$ cat config.mk
export PLATFORM = sky130hd
export DESIGN_NAME = fifo_out_read_operation
export DESIGN_NICKNAME = d
export VERILOG_FILES = /design/src/rtl/fifo_out_read_operation.sv
export SDC_FILE = /design/constraint.sdc
export NUM_CORES = 1
export LEC_CHECK = 0
export ABC_AREA = 1
export ABC_CLOCK_PERIOD_IN_PS = 4100
export CAP_MARGIN = 20
export CORE_AREA = 2 2 121 123
export CTS_CLUSTER_DIAMETER = 150
export DETAILED_ROUTE_END_ITERATION = 10
export DIE_AREA = 0 0 123 125
export PLACE_DENSITY = 0.74
export SYNTH_ARGS = -nofsm -noshare
export SYNTH_HDL_FRONTEND = slang
export SYNTH_SLANG_ARGS = --single-unit
export TNS_END_PERCENT = 10
$ cat constraint.sdc
create_clock -name clk -period 4.1 [get_ports clk]
set_input_delay 0.82 -clock clk [delete_from_list [all_inputs] [get_ports clk]]
set_output_delay 0.82 -clock clk [all_outputs]
set_load 0.005 [all_outputs]
$ cat src/rtl/fifo_out_read_operation.sv
// Read-side pointer/occupancy controller for an 8-entry register-file FIFO.
// Optional soft clear input clr when FIFO_SOFT_CLR_EN is defined.
module fifo_out_read_operation #(
  parameter int DATA_WIDTH = 32
) (
  input  logic                    clk,
  input  logic                    reset_n,
`ifdef FIFO_SOFT_CLR_EN
  input  logic                    clr,
`endif
  input  logic                    wr_en,
  input  logic                    rd_en,
  input  logic [8*DATA_WIDTH-1:0] reg_data,
  output logic [2:0]              wr_addr,
  output logic [2:0]              rd_addr,
  output logic [DATA_WIDTH-1:0]   rd_data,
  output logic                    rd_ack,
  output logic                    rd_err,
  output logic                    wr_err,
  output logic [3:0]              data_count,
  output logic                    empty,
  output logic                    full
);

  typedef enum logic [1:0] {
    S_EMPTY  = 2'd0,
    S_NORMAL = 2'd1,
    S_FULL   = 2'd2
  } state_e;

  state_e                  state_q, state_d;
  logic [2:0]              wr_addr_q, wr_addr_d;
  logic [2:0]              rd_addr_q, rd_addr_d;
  logic [DATA_WIDTH-1:0]   rd_data_q, rd_data_d;
  logic                    rd_ack_q, rd_ack_d;
  logic                    rd_err_q, rd_err_d;
  logic                    wr_err_q, wr_err_d;
  logic [3:0]              count_q, count_d;
  logic                    empty_q, empty_d;
  logic                    full_q, full_d;

  logic                    wr_acc;
  logic                    rd_acc;
  logic [DATA_WIDTH-1:0]   ent [8];

  // Unflatten the register file so the read mux indexes cleanly.
  for (genvar k = 0; k < 8; k++) begin : g_ent
    assign ent[k] = reg_data[k*DATA_WIDTH +: DATA_WIDTH];
  end

  // Accept decisions, pointer/count/state next values and pulses.
  always_comb begin
    wr_acc    = wr_en & ~full_q;
    rd_acc    = rd_en & ~empty_q;
    wr_addr_d = wr_addr_q;
    rd_addr_d = rd_addr_q;
    rd_data_d = rd_data_q;
    count_d   = count_q;
    state_d   = state_q;
    rd_ack_d  = rd_acc;
    rd_err_d  = rd_en & empty_q;
    wr_err_d  = wr_en & full_q;

    if (wr_acc) begin
      wr_addr_d = wr_addr_q + 3'd1;
    end
    if (rd_acc) begin
      rd_addr_d = rd_addr_q + 3'd1;
      rd_data_d = ent[rd_addr_q];
    end

    unique case (1'b1)
      (wr_acc & ~rd_acc): count_d = count_q + 4'd1;
      (rd_acc & ~wr_acc): count_d = count_q - 4'd1;
      default:            count_d = count_q;
    endcase

    unique case (state_q)
      S_EMPTY: begin
        if (wr_acc) state_d = S_NORMAL;
      end
      S_NORMAL: begin
        if (wr_acc && !rd_acc && count_q == 4'd7)
          state_d = S_FULL;
        else if (rd_acc && !wr_acc && count_q == 4'd1)
          state_d = S_EMPTY;
      end
      S_FULL: begin
        if (rd_acc) state_d = S_NORMAL;
      end
      default: state_d = S_EMPTY;
    endcase

`ifdef FIFO_SOFT_CLR_EN
    // Soft clear wins over any request; read data is left alone.
    if (clr) begin
      wr_addr_d = 3'd0;
      rd_addr_d = 3'd0;
      rd_data_d = rd_data_q;
      count_d   = 4'd0;
      state_d   = S_EMPTY;
      rd_ack_d  = 1'b0;
      rd_err_d  = 1'b0;
      wr_err_d  = 1'b0;
    end
`endif

    empty_d = (state_d == S_EMPTY);
    full_d  = (state_d == S_FULL);
  end

  // State, pointers, data and status flops.
  always_ff @(posedge clk or negedge reset_n) begin
    if (!reset_n) begin
      state_q   <= S_EMPTY;
      wr_addr_q <= 3'd0;
      rd_addr_q <= 3'd0;
      rd_data_q <= '0;
      rd_ack_q  <= 1'b0;
      rd_err_q  <= 1'b0;
      wr_err_q  <= 1'b0;
      count_q   <= 4'd0;
      empty_q   <= 1'b1;
      full_q    <= 1'b0;
    end else begin
      state_q   <= state_d;
      wr_addr_q <= wr_addr_d;
      rd_addr_q <= rd_addr_d;
      rd_data_q <= rd_data_d;
      rd_ack_q  <= rd_ack_d;
      rd_err_q  <= rd_err_d;
      wr_err_q  <= wr_err_d;
      count_q   <= count_d;
      empty_q   <= empty_d;
      full_q    <= full_d;
    end
  end

  assign wr_addr    = wr_addr_q;
  assign rd_addr    = rd_addr_q;
  assign rd_data    = rd_data_q;
  assign rd_ack     = rd_ack_q;
  assign rd_err     = rd_err_q;
  assign wr_err     = wr_err_q;
  assign data_count = count_q;
  assign empty      = empty_q;
  assign full       = full_q;

endmodule

[After elaboration in Yosys (flattened, before gate mapping)]
Cells that the tools add are included.
Word-level totals
  flip-flop bits (word level): 49
  bits of input ports: 260
  word-level logic and storage cells: 49
Cells by class
  add/sub/neg operators: 4
  magnitude comparators: 1
  equality and inequality tests: 5
  mux-type cells: 9
  bitwise logic cells: 11
  reduce and logical (&&, ||, !) cells: 9
Operator list (number)
  $bmux W32 S3: 1
  $mux W32: 2
  $mux W2: 4
  $pmux W4 S2: 1
  $add A3 B1 Y3 const B: 2
  $and A1 B1 Y1: 6
  $pmux W2 S3: 1
  $add A4 B1 Y4 const B: 1
  $eq A2 B2 Y1 const B: 2
  $eq A4 B1 Y1 const B: 1
  $eq A4 B3 Y1 const B: 1
  $ge A4 B4 Y1 const B: 1
  $logic_and A1 B1 Y1: 4
  $logic_not A2 Y1: 2
  $not A1 Y1: 4
  $not A3 Y4: 1
  $sub A4 B1 Y4 const B: 1
  $eq A2 B1 Y1 const B: 1
  $logic_not A1 Y1: 2
  $reduce_bool A2 Y1: 1

[Logic depth before layout (Yosys ltp)]
Gate-level depths: netlist of run 1.
  depth after elaboration: 9
  mapped depth: 11
  mapped depth without buffers: 11

[Least setup slack after synthesis of run 1]
Ideal clock, no wire load.
  path type: input -> register
  start: input port rd_en
  end: register count_q[2] (netlist: data_count[2])
  setup time: 0.118 ns
  data arrival time: 2.037 ns
  required time: 3.982 ns
  path slack: 1.945 ns
  stages on the path: 8
  path through: inv_1 nor2_1 clkbuf_1 ha_1 inv_1 o21ai_0 xor2_1 inv_1
On the way
  longest elaborated chain between the ends: 4
  elaborated cells on any way between the ends: 6
RTL lines
  from (decl): RTL line 12  | input logic rd_en,
  $and A1 B1 Y1 (*): RTL line 54  | rd_acc = rd_en & ~empty_q;
  net rd_acc: RTL line 43  | logic rd_acc;
  $not A1 Y1: RTL line 73  | (wr_acc & ~rd_acc): count_d = count_q + 4'd1;
  $and A1 B1 Y1: RTL line 73
  $pmux W4 S2 / $reduce_bool A2 Y1 (equally long branches)
  to (signal assigned): RTL line 133  | count_q <= count_d;
  to (decl): RTL line 38  | logic [3:0] count_q, count_d;
Mark *: on every way through the listed nets, which the timed path passes. The rest lies on a longest branch.
A chain may end at the register's enable or synchronous reset.

[Worst setup path after layout of run 1]
  start: register rd_addr_q[2] (netlist: rd_addr[2])
  end: output port rd_addr[2]
RTL lines
  from (decl): RTL line 33  | logic [2:0] rd_addr_q, rd_addr_d;
  from (signal assigned): RTL line 128  | rd_addr_q <= rd_addr_d;
  to (decl): RTL line 15  | output logic [2:0] rd_addr,
No word-level cell between the ends.

==> results.json, run 1 <==
{
  "cts_root_buf": "clkbuf_16",
  "gp_congestion": 0.842,
  "p_leak_nw": 4.53,
  "syn_nets": 1209,
  "worstPathMaxFanout": 19,
  "synth.most_common_cell": "nand2_1",
  "instances_no_fill": 1392,
  "min_period_over_period_pct": 65.5,
  "max_freq_mhz": 372,
  "antenna_left": 0,
  "dp_cells": 1384,
  "fin_util_pct": 58.1,
  "clock_path_buffers": 2,
  "yosysSeqAreaShare_pct": 24.5,
  "synthFlopType": "dfrtp_1",
  "ios": 307,
  "crit_family": "flip-flops",
  "postCtsSetupRepairBufs": 0,
  "min_path_type": "reg -> reg",
  "syn-instance-count": 942,
  "crit_path_start_kind": "register",
  "power_mw": 4.26,
  "hold_viol": 0,
  "timing.setup.tns_ns": 0,
  "clock_sinks": 49,
  "ctsResizeCount": 0,
  "htree_levels": 2,
  "clk_pin_slew_ns": 0.07,
  "via_per_inst": 4.57,
  "ys_types": 16,
  "row_count": 44,
  "critical_path_class": "reg -> out",
  "drtIter0Drc": 252,
  "drc": 0,
  "tritoncts": "built",
  "grt_pass1_wl_um": 29300,
  "holdBufCountCts": 0,
  "fin_nets": 1474,
  "grt_setup_unrepaired": "false",
  "fillerInstances": 1418,
  "period_minus_slack_ns": 2.69,
  "crit_path_cell_trace": "clkdlybuf4s50_1",
  "slowest_stage": "dfrtp_1",
  "critPathRequiredTime_ns": 3.28,
  "multi_input_area_sq_mm": 0.00271,
  "dp_hpwl_um": 13700,
  "timing.slew.headroom_pct": 32.7,
  "core_area_sq_mm": 0.0142,
  "synth_edf_count": 0,
  "port-buffer-count": 306,
  "synthTopCellsByCount": "nand2_1 (399), inv_1 (210), nand3_1 (196)",
  "wire_per_inst_um": 13.4,
  "wl_um": 18700,
  "arrival_ns": 1.87,
  "area_delta_synth_final_pct": 64.5,
  "p_per_area_mw_per_mm2": 517,
  "initial_core_util_pct": 35.3,
  "fin_worst_skew_ns": 0.00373,
  "drive_above_1_share_pct": 1.99,
  "die_width_um": 123,
  "track_usage_pct": 23.6,
  "avgSynthCellArea_sq_um": 5.32,
  "synth_top_area_share_pct": 29.9,
  "end_kind": "primary output",
  "drv_slew": 0,
  "dr.pass1.iters": 5,
  "cts_made_buffers": 5,
  "dieArea_sq_mm": 0.0154,
  "clock_latency_ns": 0.29,
  "cap_violations": 0,
  "slowest_delay_ns": 0.91,
  "grt_max_degree": 79,
  "worst_slew_pin_slew_ns": 1.01,
  "grt_overflow": 0,
  "synthTopCellsByArea": "nand2_1 (30%), dfrtp_1 (24%), nand3_1 (20%)",
  "diodes": 0,
  "synth-async-reset-ratio_pct": 100,
  "path_buf_inv": 1,
  "synth_top_area_cell": "nand2_1",
  "vdd_ir_drop_max_mv": 0.263,
  "die_h_um": 125,
  "ys_ff_latch": 49,
  "reg2reg_slack_ns": 1.76,
  "vias": 6356,
  "syn-cell-area_sq_mm": 0.00502,
  "grt_pass1_vias": 5979,
  "antenna_found_initial": 0,
  "finalSetupViolations": 0,
  "seq_area_sq_mm": 0.00123,
  "status": "complete, no violations",
  "yosysWarnings": 0
}
## stage by stage
step / area (sq um) / hold WS (ns) / setup slack, ns
finish: 8250 / 0.477 / 1.41
global route: 8250 / 0.502 / 1.32
CTS: 8250 / 0.483 / 1.38
detailed placement: 8100 / 0.464 / 1.20
global placement: 8100 / 0.461 / 1.30
floorplan: 5020 / 0.468 / 1.95
## worst paths after layout
path / to / cells after the start / from
max reg2reg: rd_data[30]$_DFFE_PN0P_ / 7 / rd_addr[0]$_DFFE_PN0P_
max in group asynchronous: empty$_DFF_PN1_ / 2 / reset_n
min: rd_data[8]$_DFFE_PN0P_ / 2 / rd_data[8]$_DFFE_PN0P_
min reg2reg: rd_data[8]$_DFFE_PN0P_ / 2 / rd_data[8]$_DFFE_PN0P_
max: rd_addr[2] / 1 / rd_addr[2]$_DFFE_PN0P_
min in group asynchronous: rd_ack$_DFF_PN0_ / 1 / reset_n
## where the power goes
group	total (mW)	switching, mW	internal, mW
clock	0.424	0.196	0.228
sequential	1.03	0.320	0.714
combinational	2.81	1.53	1.27
## registers in the layout (all words and copies together) (netlist names), 2 cells and up
signal      cells
data_count      4
rd_addr         3
rd_data        32
state_q         2
wr_addr         3
## cells by family after synthesis
kind of cell	count (synthesis)	share of synthesized area, %
compound gates	5	0.499
xor+xnor	7	1.22
simple gates	606	50.4
flops	49	24.5
fa+ha+maj	7	1.75
buf+inv	268	21.6
## layer usage
| metal | routed length [um] | global-route usage (%) | part of all wire [%] | up-vias |
|---|---|---|---|---|
| li1 | - | - | - | 3306 |
| met1 | 7640 | 28.6 | 41 | 2819 |
| met2 | 9150 | 42.7 | 49 | 205 |
| met3 | 1500 | 4.38 | 8.0 | 26 |
| met4 | 397 | 5.75 | 2.1 | 0 |
| met5 | 0 | 0 | 0 | - |
## layout make-up
type,instances,area share (%)
timing repair buffer,314,37.9
multi-input combinational,625,32.9
sequential,49,14.9
inverter,212,9.68
tap,184,2.79
clock buffer,5,1.52
clock inverter,3,0.258
## cells in the final DEF (no fill, tap or decap)
cell type / count
buf_12: 1
buf_2: 1
buf_4: 7
clkbuf_16: 5
clkdlybuf4s50_1: 305
clkinv_2: 1
clkinvlp_4: 1
dfrtp_1: 46
dfrtp_2: 1
dfrtp_4: 1
dfstp_2: 1
ha_1: 7
inv_1: 209
inv_2: 2
inv_4: 1
inv_6: 1
nand2_1: 399
nand3_1: 196
nand4_1: 4
nor2_1: 6
nor2_4: 1
o21ai_0: 5
xnor2_1: 3
xor2_1: 4
Power figures use the tool's default switching activity.
==> run 2: changes to the inputs <==
--- a/config.mk
+++ b/config.mk
@@ -6,13 +6,13 @@
 export NUM_CORES = 1
 export LEC_CHECK = 0
 export ABC_AREA = 1
-export ABC_CLOCK_PERIOD_IN_PS = 4100
+export ABC_CLOCK_PERIOD_IN_PS = 2500
 export CAP_MARGIN = 20
-export CORE_AREA = 2 2 121 123
+export CORE_MARGIN = 2
+export CORE_UTILIZATION = 38
 export CTS_CLUSTER_DIAMETER = 150
 export DETAILED_ROUTE_END_ITERATION = 10
-export DIE_AREA = 0 0 123 125
-export PLACE_DENSITY = 0.74
+export PLACE_DENSITY = 0.78
 export SYNTH_ARGS = -nofsm -noshare
 export SYNTH_HDL_FRONTEND = slang
 export SYNTH_SLANG_ARGS = --single-unit
==> constraint.sdc (replaced) <==
create_clock -name clk -period 2.5 [get_ports clk]
set_input_delay 0.5 -clock clk [delete_from_list [all_inputs] [get_ports clk]]
set_output_delay 0.5 -clock clk [all_outputs]
set_load 0.005 [all_outputs]
==> run 2 against run 1 <==
Sequential cell count unchanged. Via count is 0.94% higher. Highest routed layer unchanged. Non-clock buffer count rose by 7. Worst hold slack got worse by 0.21 ns. Total power grew 67%. Global-route usage increased by 2.5 points. Critical path type unchanged. Combinational power is 75% higher. Worst setup slack worse by 0.96 ns. Sequential share of layout area is 0.14 points lower.
==> results.json, run 2 (same netlist as run 1, synthesis figures left out) <==
{
  "status": "complete, no violations",
  "setup.worst_path.start": "rd_addr[0]$_DFFE_PN0P_",
  "postCtsSetupRepairBufs": 0,
  "vdd_ir_drop_max_mv": 0.662,
  "clock_latency_ns": 0.28,
  "fillerInstances": 1163,
  "pre_cts_ws_ns": 0.418,
  "via_per_inst": 4.63,
  "slowest_delay_ns": 0.66,
  "antenna_left": 0,
  "tritoncts": "built",
  "p_per_area_mw_per_mm2": 853,
  "drtIter0Drc": 361,
  "htree_levels": 2,
  "cts_made_buffers": 5,
  "gp_congestion": 0.866,
  "setup_ws_ns": 0.451,
  "p_leak_nw": 4.58,
  "port-buffer-count": 306,
  "hold_viol": 0,
  "layout_commonest_cell": "nand2_1",
  "clk_pin_slew_ns": 0.07,
  "wl_um": 18700,
  "clock_path_buffers": 2,
  "crit_path_cell_trace": "clkdlybuf4s50_1",
  "fin_util_pct": 65.2,
  "min_period_over_period_pct": 82.0,
  "critical_path_class": "reg -> out",
  "largest_register_ffs": 32,
  "arrival_ns": 1.55,
  "final_cell_mix": "nand2_1 (399), clkdlybuf4s50_1 (305), inv_1 (209)",
  "drc": 0,
  "finalSetupViolations": 0,
  "diodes": 0,
  "grt_max_degree": 76,
  "antenna_found_initial": 0,
  "end_kind": "primary output",
  "critPathRequiredTime_ns": 2.00,
  "core_area_sq_mm": 0.0128,
  "holdBufCountCts": 0,
  "slowest_stage": "dfrtp_4",
  "row_count": 41,
  "clock_sinks": 49,
  "grt_pass1_wl_um": 30400,
  "worstPathMaxFanout": 31,
  "timing.setup.tns_ns": 0,
  "drv_slew": 0,
  "ctsResizeCount": 0,
  "cp.depth": 1,
  "crit_path_start_kind": "register",
  "vias": 6416,
  "min_path_type": "in -> async",
  "cap_violations": 0,
  "cts_root_buf": "clkbuf_16",
  "period_minus_slack_ns": 2.05,
  "power_mw": 7.11,
  "worstReg2RegStart": "rd_addr[0]$_DFFE_PN0P_",
  "grt_setup_unrepaired": "false",
  "crit_family": "flip-flops",
  "max_freq_mhz": 488,
  "die_width_um": 119,
  "initial_core_util_pct": 39.3,
  "fin_worst_hold_slack_ns": 0.270,
  "timing.slew.headroom_pct": 51.9,
  "fin_worst_skew_ns": 0.00626,
  "reg2reg_depth": 7,
  "die_h_um": 119,
  "ios": 307,
  "dr.pass1.iters": 5,
  "dp_hpwl_um": 14100,
  "worst_slew_pin_slew_ns": 0.721,
  "path_buf_inv": 1,
  "area_delta_synth_final_pct": 66.1,
  "track_usage_pct": 26.1,
  "wire_per_inst_um": 13.5,
  "grt_overflow": 0,
  "grt_pass1_vias": 6199,
  "drive_above_1_share_pct": 2.47,
  "dieArea_sq_mm": 0.0141,
  "fin_nets": 1481
}
-- run 2: cell types whose count changed in the layout (fill, tap and decap cells not counted) --
cell / change
clkinv_2: +1
clkinvlp_4: -1
inv_6: -1
clkbuf_1: +1
buf_4: +3
buf_12: +4
-- run 2: path summary, 6_finish.rpt --
| kind | endpoint | slack, ns |
|---|---|---|
| max in group asynchronous | rd_data[26]$_DFFE_PN0P_ | 1.51 |
| min | rd_data[4]$_DFFE_PN0P_ | 0.27 |
| max | rd_addr[0] | 0.45 |
| max reg2reg | rd_data[29]$_DFFE_PN0P_ | 0.75 |
| min in group clk | rd_data[25]$_DFFE_PN0P_ | 0.48 |
| min reg2reg | rd_data[25]$_DFFE_PN0P_ | 0.48 |
-- run 2: metal layers --
layer | GRT usage [%] | routed length, um | vias up
li1 | - | - | 3320
met1 | 31.4 | 7710 | 2823
met2 | 47.4 | 9190 | 251
met3 | 5.80 | 1440 | 22
met4 | 5.73 | 361 | 0
met5 | 0 | 0 | -
-- run 2: metrics by stage --
step,instance area (sq um),std cells
6_report,8330,1387
5_1_grt,8330,1387
4_1_cts,8330,1387
3_5_place_dp,8190,1379
3_3_place_gp,8190,1379
2_1_floorplan,5020,942
-- run 2: area by class of cell --
type	count	area [sq um]	area share, %
multi-input combinational	625	2710	32.6
timing repair buffer	321	3230	38.8
clock inverter	2	10.0	0.120
tap	172	215	2.58
sequential	49	1230	14.8
clock buffer	6	129	1.55
inverter	212	798	9.58
-- run 2: report_power, final --
group          switching (mW)  total, mW  leakage (nW)  internal (mW)
clock                   0.289      0.657        0.0706          0.368
sequential              0.363       1.54         0.592           1.17
combinational            2.70       4.91          3.92           2.21
total                    3.35       7.11          4.58           3.76
